File: src/rtl/requant_scheduler_pkg.sv
// Shared constants and helpers for the requantization scheduler.
package requant_scheduler_pkg;

  localparam int unsigned NReqDef = 4;
  localparam int unsigned DwDef   = 16;
  localparam int unsigned ShiftW  = 4;

  // Width of a requester index; never narrower than one bit.
  function automatic int unsigned id_width(input int unsigned n);
    return (n > 1) ? $clog2(n) : 1;
  endfunction

endpackage

File: src/rtl/round_shift_unit.sv
// Combinational arithmetic right shift with round-to-nearest, ties-to-even.
module round_shift_unit
  import requant_scheduler_pkg::*;
#(
  parameter int unsigned DW = DwDef
) (
  input  logic signed [DW-1:0]     data_in,
  input  logic        [ShiftW-1:0] shift,
  output logic signed [DW-1:0]     data_out
);

  logic signed [DW-1:0] shifted;
  logic        [DW-1:0] mask;
  logic        [DW-1:0] rem;
  logic        [DW-1:0] half;
  logic                 round_up;

  always_comb begin
    shifted  = data_in >>> shift;
    mask     = ~({DW{1'b1}} << shift);
    rem      = $unsigned(data_in) & mask;
    half     = (shift == '0) ? '0 : (DW'(1) << (shift - ShiftW'(1)));
    // Dropped bits above half round up; exactly half rounds toward the even quotient.
    round_up = (shift != '0) && ((rem > half) || ((rem == half) && shifted[0]));
    data_out = shifted + $signed({{(DW-1){1'b0}}, round_up});
  end

endmodule

File: src/rtl/requant_scheduler.sv
// Round-robin scheduler feeding N_REQ accumulators through one two-stage rounding-shift pipeline.
module requant_scheduler
  import requant_scheduler_pkg::*;
#(
  parameter int unsigned N_REQ = NReqDef,
  parameter int unsigned DW    = DwDef
) (
  input  logic                          clk,
  input  logic                          rst_n,
  input  logic                          cfg_we,
  input  logic [id_width(N_REQ)-1:0]    cfg_idx,
  input  logic [ShiftW-1:0]             cfg_shift,
  input  logic [N_REQ-1:0]              req_valid,
  input  logic [N_REQ*DW-1:0]           req_data,
  output logic [N_REQ-1:0]              req_ready,
  output logic                          out_valid,
  output logic [DW-1:0]                 out_data,
  output logic [id_width(N_REQ)-1:0]    out_id,
  input  logic                          out_ready,
  output logic                          busy
);

  localparam int unsigned IdW = id_width(N_REQ);

  logic [ShiftW-1:0] shift_q [N_REQ];
  logic [IdW-1:0]    ptr_q;
  logic [DW-1:0]     data_arr [N_REQ];

  logic              s1_valid_q;
  logic [DW-1:0]     s1_data_q;
  logic [IdW-1:0]    s1_id_q;
  logic [ShiftW-1:0] s1_shift_q;

  logic              s2_valid_q;
  logic [DW-1:0]     s2_data_q;
  logic [IdW-1:0]    s2_id_q;

  logic              gnt_found;
  logic [IdW-1:0]    gnt_idx;
  logic              s2_adv;
  logic              s1_adv;
  logic              accept;
  logic [DW-1:0]     rounded;

  always_comb begin
    for (int unsigned i = 0; i < N_REQ; i++) begin
      data_arr[i] = req_data[i*DW +: DW];
    end
  end

  // Search starts at the pointer, wrapping once around all requesters.
  always_comb begin
    int unsigned cand;
    logic [IdW-1:0] cand_id;
    gnt_found = 1'b0;
    gnt_idx   = '0;
    cand      = 0;
    cand_id   = '0;
    for (int unsigned k = 0; k < N_REQ; k++) begin
      cand = 32'(ptr_q) + k;
      if (cand >= N_REQ) begin
        cand = cand - N_REQ;
      end
      cand_id = IdW'(cand);
      if (!gnt_found && req_valid[cand_id]) begin
        gnt_found = 1'b1;
        gnt_idx   = cand_id;
      end
    end
  end

  always_comb begin
    s2_adv    = !s2_valid_q || out_ready;
    s1_adv    = !s1_valid_q || s2_adv;
    // Reset gates the handshake directly so no request is accepted while rst_n is low.
    accept    = rst_n && gnt_found && s1_adv;
    req_ready = accept ? (N_REQ'(1) << gnt_idx) : '0;
    out_valid = s2_valid_q;
    out_data  = s2_data_q;
    out_id    = s2_id_q;
    busy      = s1_valid_q || s2_valid_q;
  end

  always_ff @(posedge clk or negedge rst_n) begin
    if (!rst_n) begin
      for (int unsigned i = 0; i < N_REQ; i++) begin
        shift_q[i] <= '0;
      end
    end else if (cfg_we && (32'(cfg_idx) < N_REQ)) begin
      shift_q[cfg_idx] <= cfg_shift;
    end
  end

  always_ff @(posedge clk or negedge rst_n) begin
    if (!rst_n) begin
      ptr_q <= '0;
    end else if (accept) begin
      ptr_q <= (gnt_idx == IdW'(N_REQ - 1)) ? '0 : gnt_idx + IdW'(1);
    end
  end

  // Stage 1 samples the pre-write shift, so a same-cycle cfg write affects only later accepts.
  always_ff @(posedge clk or negedge rst_n) begin
    if (!rst_n) begin
      s1_valid_q <= 1'b0;
      s1_data_q  <= '0;
      s1_id_q    <= '0;
      s1_shift_q <= '0;
    end else if (s1_adv) begin
      s1_valid_q <= accept;
      if (accept) begin
        s1_data_q  <= data_arr[gnt_idx];
        s1_id_q    <= gnt_idx;
        s1_shift_q <= shift_q[gnt_idx];
      end
    end
  end

  round_shift_unit #(
    .DW (DW)
  ) u_round_shift_unit (
    .data_in  (s1_data_q),
    .shift    (s1_shift_q),
    .data_out (rounded)
  );

  always_ff @(posedge clk or negedge rst_n) begin
    if (!rst_n) begin
      s2_valid_q <= 1'b0;
      s2_data_q  <= '0;
      s2_id_q    <= '0;
    end else if (s2_adv) begin
      s2_valid_q <= s1_valid_q;
      if (s1_valid_q) begin
        s2_data_q <= rounded;
        s2_id_q   <= s1_id_q;
      end
    end
  end

endmodule

File: config.mk
export PLATFORM = sky130hd
export DESIGN_NAME = requant_scheduler
export DESIGN_NICKNAME = d
export VERILOG_FILES = /design/src/rtl/requant_scheduler_pkg.sv /design/src/rtl/round_shift_unit.sv /design/src/rtl/requant_scheduler.sv
export SDC_FILE = /design/constraint.sdc
export NUM_CORES = 1
export LEC_CHECK = 0
export CORE_MARGIN = 2
export CORE_UTILIZATION = 48
export DETAILED_ROUTE_END_ITERATION = 7
export GPL_TIMING_DRIVEN = 0
export PLACE_DENSITY = 0.83
export SLEW_MARGIN = 0
export SYNTH_ARGS = -nofsm -noshare
export SYNTH_HDL_FRONTEND = slang
export SYNTH_SLANG_ARGS = --single-unit
File: constraint.sdc
create_clock -name clk -period 4.07 [get_ports clk]
set_clock_uncertainty 0.2 [all_clocks]
set_input_delay 1.0175 -clock clk [delete_from_list [all_inputs] [get_ports clk]]
set_output_delay 1.0175 -clock clk [all_outputs]
set_load 0.02 [all_outputs]
==> results of run 1 <==
[worst paths after layout]
path                            cells after the start                       end                 startpoint
worst max-delay path                               19  out_data[15]$_DFFE_PN0P_  s1_shift_q[1]$_DFFE_PN0P_
worst min register to register                      2   out_data[5]$_DFFE_PN0P_    out_data[5]$_DFFE_PN0P_
min in group asynchronous                           1   out_data[8]$_DFFE_PN0P_                      rst_n
worst max register to register                     19  out_data[15]$_DFFE_PN0P_  s1_shift_q[1]$_DFFE_PN0P_
worst min-delay path                                2   out_data[5]$_DFFE_PN0P_    out_data[5]$_DFFE_PN0P_
max in group asynchronous                           2  s1_data_q[5]$_DFFE_PN0P_                      rst_n
[cell usage after synthesis (7+ instances only)]
master / instances / area share, %
a21oi_1: 9 / 0.91
a31oi_1: 7 / 0.88
clkbuf_1: 29 / 2.2
dfrtp_1: 60 / 30
ha_1: 23 / 5.8
inv_1: 9 / 0.68
mux2_2: 20 / 4.5
mux2i_1: 11 / 2.2
mux4_2: 12 / 5.4
nand2_1: 109 / 8.2
nand3_1: 32 / 3.2
nand4_1: 8 / 1.0
nor2_1: 85 / 6.4
nor2b_1: 14 / 1.8
o21ai_0: 60 / 6.0
xnor2_1: 7 / 1.2
[routing by layer]
layer / global-route usage (%) / share of wire (%) / wire, um
met1: 31.68 / 41 / 5882
met2: 44.88 / 50 / 7200
met3: 4.391 / 7.1 / 1034
met4: 9.962 / 2.6 / 371
met5: 0 / 0 / 0
[state kept, by name, indices dropped and copies added, names as in the netlist]
signal and count:
out_data 16, out_valid 1, ptr_q 2, shift_q 16
s1_id_q 2, out_id 2, s1_shift_q 4, s1_data_q 16
s1_valid_q 1
[worst min-delay path: stages (launching register included)]
cell and delay [ns]:
dfrtp_1 0.35, nand2_1 0.05, nand2_1 0.05
[per-stage QoR]
stage               setup WS, ns  utilization (%)  std cells  power [mW]  TNS [ns]
floorplan                0.02131                -        607       3.144         0
global placement          -2.309            60.52        844       3.976    -35.68
detailed placement       -0.9210            60.66        845       4.058    -10.83
CTS                     0.003124            63.75        861       4.758         0
global route             -0.1282            66.66        872       5.505   -0.6491
finish                   0.03178            66.66        872       5.163         0
[area by class of cell]
class / count / area [um2] / area share [%]
Tap cell: 136 / 170.2 / 2.506
Sequential cell: 60 / 1501 / 22.12
Clock buffer: 11 / 141.4 / 2.083
Clock inverter: 4 / 50.05 / 0.7372
Buffer: 34 / 242.7 / 3.575
Timing Repair Buffer: 122 / 1196 / 17.62
Multi-Input combinational cell: 493 / 3421 / 50.39
Inverter: 12 / 66.31 / 0.9768
[power groups by stage]
stage | clock, mW | combinational, mW | sequential, mW
3_5_place_dp | 0 | 3.02 | 1.04
6_report | 0.533 | 3.59 | 1.04
3_3_place_gp | 0 | 2.95 | 1.03
2_1_floorplan | 0 | 2.09 | 1.06
5_1_grt | 0.567 | 3.87 | 1.07
4_1_cts | 0.536 | 3.19 | 1.03
[repair_timing]
| action | in CTS | in global routing |
|---|---|---|
| resized for setup | 42 | 58 |
| setup buffers | 7 | 13 |
| cloned | 0 | 0 |
| setup endpoints to repair | 19 | 16 |
| endpoints found under the hold margin | 0 | 0 |
| pin swaps | 9 | 23 |
[cell families after synthesis]
kind of cell,synth area share (%)
buffers and inverters,5.784
adders and majority gates,5.785
DFF,30.18
xor gates and xnor gates,1.937
AOI/OAI and AO/OA,14.46
muxes,14.51
and+or+nand+nor,27.34
==> impl_metrics.csv, run 1 <==
group,metric,value,unit
timing,slew_headroom,53.38,%
layout,stdcell_area,6789,um2
cts,cts_made_buffers,9,
global_route,grt_overflow,0,
pwr,pwr-share-comb,69.5,%
timing,worst_pin_slew,0.6931,ns
timing,timing.fmax,247.6,MHz
drt,drc_errors,0,
synthesis,ys_ff_latch,60,
layout,area_growth,36.47,%
global_route,grtUsageTotal,25.73,%
timing,grt_setup_unrepaired,"true",
cts,clkSinkCount,60,
critical_path,cp_slowest_cell,"dfrtp_1",
layout,finalNetCount,833,
drt,routed_via_density,5.819,
critical_path,crit_arrival,4.09,ns
layout,fillers,829,
timing,fin_crit_sh,99.22,%
critical_path,path_class,"reg2reg",
timing,hold_ws,0.2792,ns
floorplan,start_util,48.85,%
pwr,clock_power_share,10.3,%
critical_path,path_buf_inv,5,
drt,antenna_left,0,
critical_path,start_kind,"flip-flop",
layout,mostFrequentLayoutCell,"nand2_1",
synthesis,syn_area,4975,um2
cts,cts_buffer_depth,2,
pwr,p_switching,2.384,mW
critical_path,crit_chain,"buf_6 > or2_4 > inv_4 > ha_4 > buf_6 > nor2b_4 > nand2_1 > ha_1 > nand4_1 > o21ai_1 > nand4_1 > a31oi_2 > ha_2 > inv_2 > a31oi_4 > nand4_1 > buf_6 > or3_1 > a31oi_1",
placed_design,gp_congestion,0.9230,
floorplan,io_pins,102,
critical_path,regToRegSetupSlack,0.03,ns
run_status,run_status,"completed",
synthesis,syn-instance-count,607,
drt,dr.pass1.iters,5,
global_route,grt_pass1_wl,23320,um
synthesis,syn_nets,708,
floorplan,design.core.area,10180,um2
placed_design,hpwl,10700,um
timing,hold_viol,0,
synthesis,synthFlopType,"dfrtp_1",
cts,root_buffer,"clkbuf_8",
drt,post_drt_wl_per_cell,16.62,um
cts,clk_latency,0.34,ns
placed_design,dpl_cell_area,6178,um2
pwr,cell_internal_pwr,2.779,mW
cts,htree_num_levels,3,
min_path,hp-class,"reg2reg",
global_route,antenna_found_initial,0,
drt,vias,5074,
critical_path,cp_max_fo,8,
layout,antennaDiodeCount,0,
layout,drive_gt1_share,19.29,%
critical_path,cp_slowest_stage_delay,0.42,ns
pwr,seq_power_share,20.2,%
synthesis,async_flop_share,100.0,%
cts,postCtsHoldBufs,0,
drt,drt_iter0_markers,277,
timing,period_minus_slack,4.038,ns
pwr,ir_worst_vdd,335.4,uV
drt,totalWireLength,14490,um
global_route,grt_max_degree,44,
placed_design,port_buffers,101,
critical_path,worstSetupEndpointType,"flip-flop",
cts,cts_tree,"built",
critical_path,crit_required,4.12,ns
critical_path,path_delay_family,"simple AND/OR/NAND/NOR gates",
synthesis,synth-edff-count,0,
floorplan,die-area,11190,um2
floorplan,die_h,105.8,um
synthesis,yosys.cell_types.count,65,
pwr,p_sw_share,46.18,%
pwr,pwr_density_cell,760.5,nW/um2
floorplan,die_x,105.8,um
floorplan,num_rows,37,
global_route,grt_pass1_vias,4943,
layout,most-common-layout-cells,"nand2_1, clkdlybuf4s50_1, nor2_1",
timing,finalMaxSlewViolations,0,
synthesis,yosysSeqAreaShare,30.18,%
pwr,p_leak,2.871,nW
cts,clk_pin_slew,0.07,ns
job,cap_violations,0,
synthesis,syn_avg_cell_area,8.196,um2
timing,finalSetupViolCount,0,
synthesis,yosysWarningCount,0,
(Power assumes the default switching activity.)
==> inputs of run 2 (changes only) <==
ABC_AREA = 1   (was not set)
CORE_UTILIZATION = 57   (was 48)
GPL_ROUTABILITY_DRIVEN = 0   (was not set)
PLACE_DENSITY = 0.93   (was 0.83)
clock period = 5.1 ns   (was 4.07 ns; I/O delays follow)
==> run 2 against run 1 <==
  * The run now ends with DRC left
  * Non-clock buffer count shrank 21
  * Cell count rose by 16%
  * Sequential power shrank 20%
  * Wire length grew 3.8%
  * Clock-buffer cell count unchanged
  * Design area shrank 7.8%
  * Die area decreased by 16%
  * Register-to-register slack gained 0.60 ns
  * Hold slack gained 0.0022 ns
  * Sequential cell count is the same
  * First-iteration DRC count rose to 2.7 times the previous value
  * Clock power down 27%
  * Highest routed layer unchanged
==> impl_metrics.csv, run 2 <==
group,metric,value,unit
job,cap_violations,0,
timing,setup_ws,0.1455,ns
layout,fillers,635,
min_path,hold_start,"out_data[13]$_DFFE_PN0P_",
drt,post_drt_wl_per_cell,14.87,um
run_status,failed_checks,"DRC",
critical_path,regToRegSetupSlack,0.63,ns
layout,mostFrequentLayoutCell,"nand2_1",
cts,clkSinkCount,60,
drt,antenna_left,0,
drt,totalWireLength,15040,um
global_route,grt_pass1_vias,5608,
critical_path,start_kind,"input port",
critical_path,cp_slowest_cell,"clkdlybuf4s50_1",
synthesis,yosysMostFrequentCell,"nand2_1",
floorplan,start_util,59.36,%
critical_path,path_class,"in2out",
layout,drive_gt1_share,8.609,%
critical_path,cp_slowest_stage_delay,0.44,ns
cts,root_buffer,"clkbuf_8",
critical_path,reg2regPathDepth,20,
synthesis,ys_ff_latch,60,
global_route,grt_pass1_wl,25250,um
synthesis,syn_area,4902,um2
pwr,ir_worst_vdd,489.0,uV
layout,most-common-layout-cells,"nand2_1, nand3_1, clkdlybuf4s50_1",
floorplan,num_rows,33,
cts,clk_pin_slew,0.07,ns
layout,fin_util,75.82,%
global_route,antenna_found_initial,0,
synthesis,yosys.area.top_type,"dfrtp_1",
global_route,grtUsageTotal,32.76,%
synthesis,async_flop_share,100.0,%
cts,postCtsHoldBufs,0,
synthesis,synthFlopType,"dfrtp_1",
critical_path,reg2reg_from,"s1_shift_q[3]$_DFFE_PN0P_",
critical_path,cp-startpoint,"req_valid[3]",
synthesis,synth_commonest_cells,"nand2_1, nand3_1, nor2_1",
pwr,pwr_density_cell,790.5,nW/um2
timing,worst_pin_slew,0.5584,ns
synthesis,yosysSeqAreaShare,30.63,%
global_route,grt_overflow,0,
critical_path,crit_chain,"clkdlybuf4s50_1 > nand2_1 > o21ai_1 > or2_1 > nor2_4 > nand2_2 > nand3_4 > nand2_4 > inv_4 > buf_6 > ha_1 > inv_1 > nor2_1 > buf_2",
layout,multiInputGateArea,2975,um2
synthesis,yosys.cell_types.count,40,
timing,grt_setup_unrepaired,"false",
synthesis,syn_avg_cell_area,6.253,um2
timing,period_minus_slack,4.955,ns
run_status,run_status,"finished, violations left",
drt,dr.pass1.iters,8,
pwr,power,4.949,mW
placed_design,dp.cells,991,
layout,antennaDiodeCount,0,
critical_path,path_delay_family,"simple AND/OR/NAND/NOR gates",
global_route,grt_max_degree,42,
critical_path,crit_end,"req_ready[3]",
synthesis,syn-instance-count,784,
timing,timing.fmax,201.8,MHz
cts,cts_tree,"built",
critical_path,path_buf_inv,5,
synthesis,syn_nets,885,
synthesis,synth-edff-count,0,
drt,vias,5774,
pwr,p_leak,3.219,nW
placed_design,port_buffers,101,
floorplan,die_x,96.74,um
layout,final_cells,1011,
drt,routed_via_density,5.711,
layout,area_growth,27.72,%
floorplan,die-area,9359,um2
drt,drt_iter0_markers,741,
critical_path,cp_max_fo,11,
cts,cts_buffer_depth,2,
layout,finalNetCount,1003,
timing,finalMaxSlewViolations,0,
critical_path,cp.depth,14,
floorplan,design.core.area,8258,um2
cts,clk_latency,0.35,ns
synthesis,yosys-top-cells-area,"dfrtp_1, nand2_1, nand3_1",
critical_path,crit_arrival,3.48,ns
floorplan,die_h,96.74,um
min_path,hp-class,"reg2reg",
synthesis,synth_top_area_share,30.63,%
placed_design,pre_cts_slack,-0.3686,ns
cts,htree_num_levels,3,
floorplan,io_pins,102,
critical_path,worstSetupEndpointType,"primary output",
timing,hold_viol,0,
timing,finalSetupViolCount,0,
critical_path,r2r-end,"out_data[10]$_DFFE_PN0P_",
timing,fin_crit_sh,97.15,%
cts,cts_made_buffers,9,
timing,slew_headroom,62.64,%
critical_path,crit_required,3.62,ns
synthesis,yosysWarningCount,0,
drt,drc_errors,32,
placed_design,hpwl,11600,um
layout,regArea,1501,um2
-- run 2: changes by cell type after synthesis, sizes merged, moves of 10 or more --
| cell | before | now |
|---|---|---|
| o21ai | 67 | 52 |
| mux4 | 16 | 0 |
| mux2 | 21 | 0 |
| inv | 10 | 63 |
| and3 | 10 | 0 |
| nand3 | 33 | 100 |
| nor2b | 14 | 0 |
| clkbuf | 33 | 7 |
| mux2i | 11 | 0 |
| buf | 9 | 21 |
| nand2 | 109 | 337 |
-- run 2: cell families after synthesis --
| logic type | count (synthesis) | share of synthesized area (%) |
|---|---|---|
| adders and majority gates | 23 | 5.870 |
| AOI/OAI and AO/OA | 73 | 8.219 |
| buffers and inverters | 93 | 8.831 |
| xor gates and xnor gates | 6 | 1.225 |
| and+or+nand+nor | 529 | 45.23 |
| DFF | 60 | 30.63 |
-- run 2: worst min-delay path by stage --
stage,to,slack [ns],cells after the start
after global placement,out_data[13]$_DFFE_PN0P_,0.27,2
after CTS,out_data[13]$_DFFE_PN0P_,0.29,2
final,out_data[13]$_DFFE_PN0P_,0.28,2
after floorplan,out_id[0]$_DFFE_PN0P_,0.24,2
after global routing,shift_q[13]$_DFFE_PN0P_,0.31,2
after detailed placement,out_data[13]$_DFFE_PN0P_,0.27,2
-- run 2: worst reg2reg max path: cells and delay by family (launching register included) --
kind                       cells  cell delay [ns]
adders and majority gates      3             0.83
DFF                            1             0.47
and+or+nand+nor                9             1.38
buffers and inverters          3             0.71
AOI/OAI and AO/OA              5             0.85
-- run 2: per-layer routing --
| metal | track usage, % | part of all wire [%] |
|---|---|---|
| met5 | 0 | 0 |
| met4 | 17.33 | 4.5 |
| met3 | 7.009 | 9.5 |
| met2 | 54.38 | 47 |
| met1 | 39.87 | 39 |
-- run 2: timing repair --
item | CTS | global route
resized for setup | 10 | 5
endpoints found under the setup margin | 4 | 4
pin swaps | 0 | 2
setup buffers | 0 | 5
-- run 2: report_power, final --
part	internal (mW)	switching (mW)
sequential	0.675	0.161
combinational	1.34	2.39
clock	0.198	0.190
-- run 2: cell type report --
class / count / share of cell area, %
Inverter: 65 / 3.977
Sequential cell: 60 / 23.98
Clock buffer: 11 / 2.418
Timing Repair Buffer: 107 / 16.67
Buffer: 28 / 2.938
Tap cell: 105 / 2.098
Clock inverter: 4 / 0.3997
Multi-Input combinational cell: 631 / 47.52
-- run 2: per-stage QoR --
stage               TNS, ns  cell area, um2  hold slack (ns)
CTS                       0            6245           0.2862
detailed placement   -1.230            6060           0.2683
global placement     -9.163            6045           0.2658
finish                    0            6261           0.2814
global route              0            6261           0.3137
floorplan                 0            4902           0.2426
==> inputs of run 3 (changes only) <==
CTS_CLUSTER_SIZE = 10   (was not set)
==> results of run 3 <==
The final DEF is identical to that of run 2; final timing and power are the same.
